`config.mk`:
```
export PLATFORM = sky130hd
export DESIGN_NAME = keyboard_msg_buffer
export DESIGN_NICKNAME = d
export VERILOG_FILES = /design/src/rtl/keyboard_msg_buffer.sv
export SDC_FILE = /design/constraint.sdc
export NUM_CORES = 1
export LEC_CHECK = 0
export ABC_AREA = 1
export CAP_MARGIN = 20
export CORE_MARGIN = 5
export CORE_UTILIZATION = 49
export DETAILED_ROUTE_END_ITERATION = 16
export GPL_TIMING_DRIVEN = 0
export HOLD_SLACK_MARGIN = 0.02
export MAX_ROUTING_LAYER = met4
export PLACE_DENSITY = 0.76
export SYNTH_ARGS = -nofsm -noshare
export SYNTH_HDL_FRONTEND = slang
export SYNTH_SLANG_ARGS = --single-unit
```
`constraint.sdc`:
```
create_clock -name clock_65mhz -period 2.6 [get_ports clock_65mhz]
set_input_delay 0.78 -clock clock_65mhz [delete_from_list [all_inputs] [get_ports clock_65mhz]]
set_output_delay 0.78 -clock clock_65mhz [all_outputs]
set_load 0.1 [all_outputs]
```
`src/rtl/keyboard_msg_buffer.sv`:
```
// Line editor between the keyboard ASCII decoder and the laser transmitter:
// edits a line with backspace, commits it on Enter, and holds it for a valid/ack handshake.
module keyboard_msg_buffer #(
  parameter int          NCHARS   = 16,
  parameter logic [7:0]  PAD_CHAR = 8'h20,
  localparam int         LW       = $clog2(NCHARS + 1)
) (
  input  logic                  clock_65mhz,
  input  logic                  reset,
  input  logic [7:0]            ascii,
  input  logic                  ascii_ready,
  input  logic                  msg_ack,
  output logic [8*NCHARS-1:0]   edit_string,
  output logic [LW-1:0]         edit_len,
  output logic [8*NCHARS-1:0]   msg_string,
  output logic [LW-1:0]         msg_len,
  output logic                  msg_valid,
  output logic                  overflow,
  output logic                  rejected
);

  localparam logic [7:0]          CODE_BS    = 8'h08;
  localparam logic [7:0]          CODE_ENTER = 8'h0D;
  localparam logic [LW-1:0]       FULL_LEN   = LW'(NCHARS);
  localparam logic [8*NCHARS-1:0] PAD_LINE   = {NCHARS{PAD_CHAR}};

  typedef enum logic [1:0] {EDIT_EMPTY, EDIT_TYPING, EDIT_FULL} edit_state_t;
  typedef enum logic       {MSG_IDLE, MSG_PENDING}              msg_state_t;

  logic [8*NCHARS-1:0] edit_q, edit_d;
  logic [LW-1:0]       edit_len_q, edit_len_d;
  logic [8*NCHARS-1:0] msg_q, msg_d;
  logic [LW-1:0]       msg_len_q, msg_len_d;
  msg_state_t          msg_state_q, msg_state_d;
  logic                overflow_q, overflow_d;
  logic                rejected_q, rejected_d;

  edit_state_t edit_state;
  logic        is_bs, is_enter, is_print, commit;

  // The edit FSM is a view of edit_len rather than a separate register.
  always_comb begin
    if (edit_len_q == '0)            edit_state = EDIT_EMPTY;
    else if (edit_len_q == FULL_LEN) edit_state = EDIT_FULL;
    else                             edit_state = EDIT_TYPING;
  end

  assign is_bs    = ascii_ready && (ascii == CODE_BS);
  assign is_enter = ascii_ready && (ascii == CODE_ENTER);
  assign is_print = ascii_ready && !is_bs && !is_enter;
  // A pending message may be replaced only if it is being acknowledged this cycle.
  assign commit   = is_enter && (edit_state != EDIT_EMPTY) &&
                    ((msg_state_q == MSG_IDLE) || msg_ack);

  always_comb begin
    edit_d     = edit_q;
    edit_len_d = edit_len_q;
    overflow_d = 1'b0;
    rejected_d = 1'b0;
    if (commit) begin
      edit_d     = PAD_LINE;
      edit_len_d = '0;
    end else if (is_enter) begin
      rejected_d = 1'b1;
    end else if (is_print) begin
      if (edit_state == EDIT_FULL) begin
        overflow_d = 1'b1;
      end else begin
        for (int i = 0; i < NCHARS; i++) begin
          if (edit_len_q == LW'(i)) edit_d[8*(NCHARS-1-i) +: 8] = ascii;
        end
        edit_len_d = edit_len_q + 1'b1;
      end
    end else if (is_bs && (edit_state != EDIT_EMPTY)) begin
      for (int i = 0; i < NCHARS; i++) begin
        if (edit_len_q == LW'(i + 1)) edit_d[8*(NCHARS-1-i) +: 8] = PAD_CHAR;
      end
      edit_len_d = edit_len_q - 1'b1;
    end
  end

  always_comb begin
    msg_state_d = msg_state_q;
    msg_d       = msg_q;
    msg_len_d   = msg_len_q;
    if (commit) begin
      msg_d       = edit_q;
      msg_len_d   = edit_len_q;
      msg_state_d = MSG_PENDING;
    end else if (msg_ack && (msg_state_q == MSG_PENDING)) begin
      msg_state_d = MSG_IDLE;
    end
  end

  always_ff @(posedge clock_65mhz) begin
    if (reset) begin
      edit_q      <= PAD_LINE;
      edit_len_q  <= '0;
      msg_q       <= PAD_LINE;
      msg_len_q   <= '0;
      msg_state_q <= MSG_IDLE;
      overflow_q  <= 1'b0;
      rejected_q  <= 1'b0;
    end else begin
      edit_q      <= edit_d;
      edit_len_q  <= edit_len_d;
      msg_q       <= msg_d;
      msg_len_q   <= msg_len_d;
      msg_state_q <= msg_state_d;
      overflow_q  <= overflow_d;
      rejected_q  <= rejected_d;
    end
  end

  assign edit_string = edit_q;
  assign edit_len    = edit_len_q;
  assign msg_string  = msg_q;
  assign msg_len     = msg_len_q;
  assign msg_valid   = (msg_state_q == MSG_PENDING);
  assign overflow    = overflow_q;
  assign rejected    = rejected_q;

endmodule

```
* Word level (Yosys, flattened, before mapping) *
Index checks and enable logic that the tools add are counted.

storage, ports and cells
  bits in registers = 269
  memories = 0
  word-level logic and storage cells = 157
  output and inout bits = 269
  latch bits = 0
  memory bits (read-only) = 0
  memory bits (writable) = 0
  input bits = 12

operators by class
  $add $sub $neg = 2
  bitwise logic cells = 3
  multipliers = 0
  reduce and logical (&&, ||, !) cells = 50
  shift operators = 0
  equality and inequality tests = 36
  div/mod/pow operators = 0
  order comparisons = 0
  mux-type cells = 44

operators with widths
  kind                   count
  $mux W128              3
  $mux W8                32
  $reduce_and A5 Y1      16
  $eq A5 B4 Y1 const B   8
  $reduce_bool A2 Y1     19
  $ne A2 B1 Y1 const B   16
  $eq A5 B3 Y1 const B   4
  $eq A8 B4 Y1 const B   2
  $mux W5                3
  $eq A5 B2 Y1 const B   2
  $logic_and A1 B1 Y1    8
  $add A5 B1 Y5 const B  1
  $eq A5 B1 Y1 const B   1
  $eq A5 B5 Y1 const B   1
  $logic_not A5 Y1       1
  $sub A5 B1 Y5 const B  1
  $mux W1                4
  $mux W2                2
  $reduce_or A4 Y1       1
  $not A1 Y1             3
  $reduce_and A3 Y1      1
  $eq A2 B2 Y1 const B   1
  $logic_not A1 Y1       2
  $ne A2 B2 Y1 const B   1
  2 further kinds        2

* Logic depth before layout (Yosys ltp) *
  depth in word-level cells = 7
  gate-level depth with buffers = 15
  gate-level depth less buffers = 12

* Least setup slack after synthesis *
Ideal clock, no wire load.

  path type = reg-to-reg
  start = register edit_len_q[0] (netlist: edit_len[0])
  end = register edit_q[0] (netlist: edit_string[0])
  stages on the path, launching flop included = 16
  data arrival time = 2,596 ps
  clock period less this slack = 2,713 ps
  slack = -113 ps
  setup time = 117 ps
  data required time = 2,483 ps
  path buffers = 3
  cells stage by stage = dfxtp_1 > inv_1 > ha_1 > nand2_2 > nor2_4 > inv_2 > nor2_1 > nor2_1 > nand2_2 > buf_6 > inv_2 > buf_6 > buf_6 > nand3_1 > nand2_1 > nor2_1

on the way
  word-level cells in the longest chain between the ends = 7

ends and longest elaborated chain
  element                                                                     line    RTL
  start, declared                                                             31      logic [LW-1:0] edit_len_q, edit_len_d;
  start signal, assigned                                                      106     edit_len_q <= edit_len_d;
  $eq A5 B5 Y1                                                                44, 76
  $mux W2                                                                     44      else if (edit_len_q == FULL_LEN) edit_state = EDIT_FULL;
  $mux W2                                                                     43      if (edit_len_q == '0) edit_state = EDIT_EMPTY;
  $reduce_bool A2 Y1                                                          52, 74
  $logic_and A1 B1 Y1, on equally long branches                               74, 52
  $reduce_bool A2 Y1 (no line) / $logic_and A1 B1 Y1 (equally long branches)  n/a
  $reduce_and A5 Y1 (no line) / $reduce_or A2 Y1 (equally long branches)      n/a
  end signal, assigned                                                        105     edit_q <= edit_d;
  end, declared                                                               30      logic [8*NCHARS-1:0] edit_q, edit_d;

Parallel ways exist; a longest one is shown, timed or not.
A chain may end at the register's enable or synchronous reset.

* Worst setup path in the final report *
  start = register edit_q[75] (netlist: edit_string[75])
  end = output edit_string[75]

RTL lines
  element        line  RTL
  end, declared  13    output logic [8*NCHARS-1:0] edit_string,

No word-level cell between the ends.

==> results.py <==
metrics = {
    "run_status": {
        "status": "complete, no violations",
    },
    "sta": {
        "fin_crit_ns": 2.59,
        "fin_tns_setup_ns": 0,
        "maxSlewHeadroom_pct": 30.5,
        "finalHoldViolCount": 0,
        "worst_pin_slew_ns": 1.05,
        "timing.fmax_mhz": 386,
        "fin_worst_skew_ns": 0.0240,
        "setup-violations-final": 0,
        "post-route-period-util_pct": 99.7,
        "slew_viol_final": 0,
    },
    "critical_path": {
        "path_cells": "clkdlybuf4s15_1",
        "rr_startpoint": "edit_len[1]$_SDFFE_PP0P_",
        "critPathCapture": "edit_string[75]",
        "critPathTopFamily": "buffers and inverters",
        "slowest_delay_ns": 0.88,
        "timing.critical_path.from": "edit_string[75]$_SDFFE_PP0P_",
        "cp-start-kind": "register",
        "crit_slowest_cell": "clkdlybuf4s15_1",
        "r2r_cells": 12,
        "cp-end-kind": "output pin",
        "path_max_fanout": 3,
        "critPathBufInv": 1,
        "cp_num_cells": 1,
        "critPathRequiredTime_ns": 1.82,
        "reg2reg_to": "edit_string[84]$_SDFFE_PP0P_",
        "reg2reg_slack_ns": 0.29,
        "criticalPathCategory": "reg -> out",
        "arrival_ns": 1.81,
    },
    "synth": {
        "synth_compound_area_share_pct": 7.46,
        "synthFlopType": "dfxtp_1",
        "yosysUniqueCellTypes": 21,
        "synth_top_area_cell": "dfxtp_1",
        "yosysWarnings": 0,
        "ys_seq_area_share_pct": 50.2,
        "postSynthCellCount": 1475,
        "syn_nets": 1493,
        "synth_xor_area_share_pct": 0.490,
        "netlist_top_cells_area": "dfxtp_1 50%, nor2_1 16%, nand2_1 9.1%, o21ai_0 6.7%, nand3_1 6.3%",
        "ys_ff_latch": 269,
        "synth_area_per_cell_um2": 7.27,
        "synth_top_family_by_area": "simple AND/OR/NAND/NOR gates",
        "yosys-mux-area-fraction_pct": 0,
        "synth_fa_ha_area_share_pct": 0.700,
        "synth-edff-count": 0,
        "synth_async_sr_flop_share_pct": 0,
        "syn-cell-area_um2": 10700,
        "synth-simple-area-share_pct": 34.6,
        "synth_top_area_share_pct": 50.2,
    },
    "final_layout": {
        "drive_gt1_share_pct": 10.6,
        "area_delta_synth_final_pct": 36.3,
        "multi_input_area_um2": 4730,
        "seqCellArea_um2": 5390,
        "diodes": 0,
        "n_fill_cell": 1979,
        "finalNetCount": 1806,
        "final_cell_area_um2": 14600,
    },
    "cts": {
        "cts_max_level": 1,
        "cts_buffers": 26,
        "postCtsHoldBufs": 0,
        "cts_root_buf": "clkbuf_16",
        "cts_tree": "built",
        "cts.sinks": 269,
        "clock_path_buffers": 3,
        "clk_pin_slew_ns": 0.07,
        "worstSkewPairLatency_ns": 0.54,
    },
    "global_route": {
        "antenna_found_initial": 0,
        "grtUsageTotal_pct": 30.6,
        "grt-ovfl-total": 0,
        "grt_max_degree": 15,
        "grt_pass1_wl_um": 58400,
        "grt_pass1_vias": 10300,
    },
    "drt": {
        "final_antenna_net_count": 0,
        "drt-total-wl_um": 38200,
        "vias": 11000,
        "drtPass1Iterations": 6,
        "wl_per_cell_um": 18.3,
        "routed_via_density": 5.28,
        "drc": 0,
        "dr.first_iter.drc_count": 914,
    },
    "floorplanning": {
        "die_area_um2": 24900,
        "rows": 54,
        "start_util_pct": 49.4,
        "die_x_um": 158,
        "core_um2": 21700,
        "io_pins": 281,
        "die_y_um": 158,
    },
    "flow_run": {
        "max_cap_violations": 0,
    },
    "power": {
        "powerDensity_nw_per_um2": 710,
        "p_leak_uw": 0.00694,
        "vdd_drop_max_mv": 0.470,
    },
    "min_path": {
        "hp-class": "reg -> reg",
    },
    "place": {
        "gp_congestion": 1.01,
        "port_buffers": 279,
        "place_area_um2": 13900,
        "hpwl_um": 27500,
    },
}
## state kept, by name (all words and copies together) (netlist names)
register	flops
edit_string	128
msg_string	128
edit_len	5
rejected	1
overflow	1
msg_valid	1
msg_len	5
## kinds of logic after synthesis
kind of cell / after synthesis
flops: 269
xor+xnor: 6
simple gates: 899
fa+ha+maj: 6
buf+inv: 136
compound gates: 159
## synthesized netlist by cell type (3+ instances only)
cell type,number
a21oi_1,11
buf_2,36
buf_4,11
buf_6,14
clkbuf_1,33
dfxtp_1,269
ha_1,6
inv_1,36
inv_2,6
nand2_1,259
nand2_2,4
nand3_1,134
nand4_1,16
nor2_1,470
nor2_4,15
o21ai_0,144
o21ai_1,3
xor2_1,5
## where the power goes
group	internal (uW)	switching [uW]	total, uW
sequential	4270	144	4410
combinational	419	1710	2130
clock	2220	1610	3830
## what timing repair did
action / CTS / global route
setup endpoints to repair: 311 / 261
pin swaps: 0 / 3
buffers inserted: 0 / 5
gates cloned: 0 / 1
resized for setup: 319 / 92
## routing by layer
layer,share of wire (%),vias up,GRT usage (%)
li1,-,5324,-
met5,0,-,-
met1,41,5123,39.2
met4,4.1,0,10.4
met2,46,473,49.7
met3,8.5,90,4.89
## placed cells by master, fill, tap and decap left out, types with 8 or more instances in the layout
cell type / synthesis / layout
buf_2: 36 / 26
buf_6: 14 / 17
clkdlybuf4s15_1: 0 / 32
clkdlybuf4s15_2: 0 / 13
nor2_4: 15 / 15
dfxtp_1: 269 / 267
clkbuf_8: 0 / 8
clkdlybuf4s50_1: 0 / 10
nand2_2: 4 / 14
nand3_1: 134 / 133
clkbuf_4: 0 / 8
clkbuf_1: 33 / 31
dlygate4sd2_1: 0 / 211
clkbuf_16: 0 / 27
a21oi_1: 11 / 11
clkbuf_2: 0 / 17
buf_4: 11 / 16
o21ai_0: 144 / 142
nand2_1: 259 / 243
nand4_1: 16 / 16
inv_1: 36 / 36
nor2_1: 470 / 466
## metrics by stage
| stage | setup WS, ns | total power, uW | util (%) | hold WS, ns | instances |
|---|---|---|---|---|---|
| after floorplan | 0.205 | 6100 | - | 0.718 | 1475 |
| after global routing | -0.0318 | 10700 | 67.4 | 0.496 | 2087 |
| final | 0.00765 | 10400 | 67.4 | 0.470 | 2087 |
| after global placement | -0.610 | 6660 | 63.9 | 0.453 | 2034 |
| after detailed placement | -0.643 | 6670 | 63.9 | 0.458 | 2034 |
| after CTS | 0.00136 | 10400 | 66.7 | 0.471 | 2081 |
## worst min-delay path by stage
stage,startpoint,end,slack (ns),cells past startpoint
CTS,msg_string[29]$_SDFFE_PP1P_,msg_string[29]$_SDFFE_PP1P_,0.47,2
detailed placement,msg_string[29]$_SDFFE_PP1P_,msg_string[29]$_SDFFE_PP1P_,0.46,2
global route,msg_string[46]$_SDFFE_PP0P_,msg_string[46]$_SDFFE_PP0P_,0.50,2
finish,msg_string[29]$_SDFFE_PP1P_,msg_string[29]$_SDFFE_PP1P_,0.47,2
floorplan,edit_len[1]$_SDFFE_PP0P_,edit_len[1]$_SDFFE_PP0P_,0.72,2
global placement,msg_string[69]$_SDFFE_PP1P_,msg_string[69]$_SDFFE_PP1P_,0.45,2
## cell type report
type	instances	area share [%]
clock inverters	9	0.531
multi-input cells	1071	32.4
clock buffers	38	5.46
repair buffers	284	17.2
flip-flops and latches	269	36.9
well taps	280	2.40
inverters	42	1.10
plain buffers	94	4.03
(Power assumes the default switching activity.)
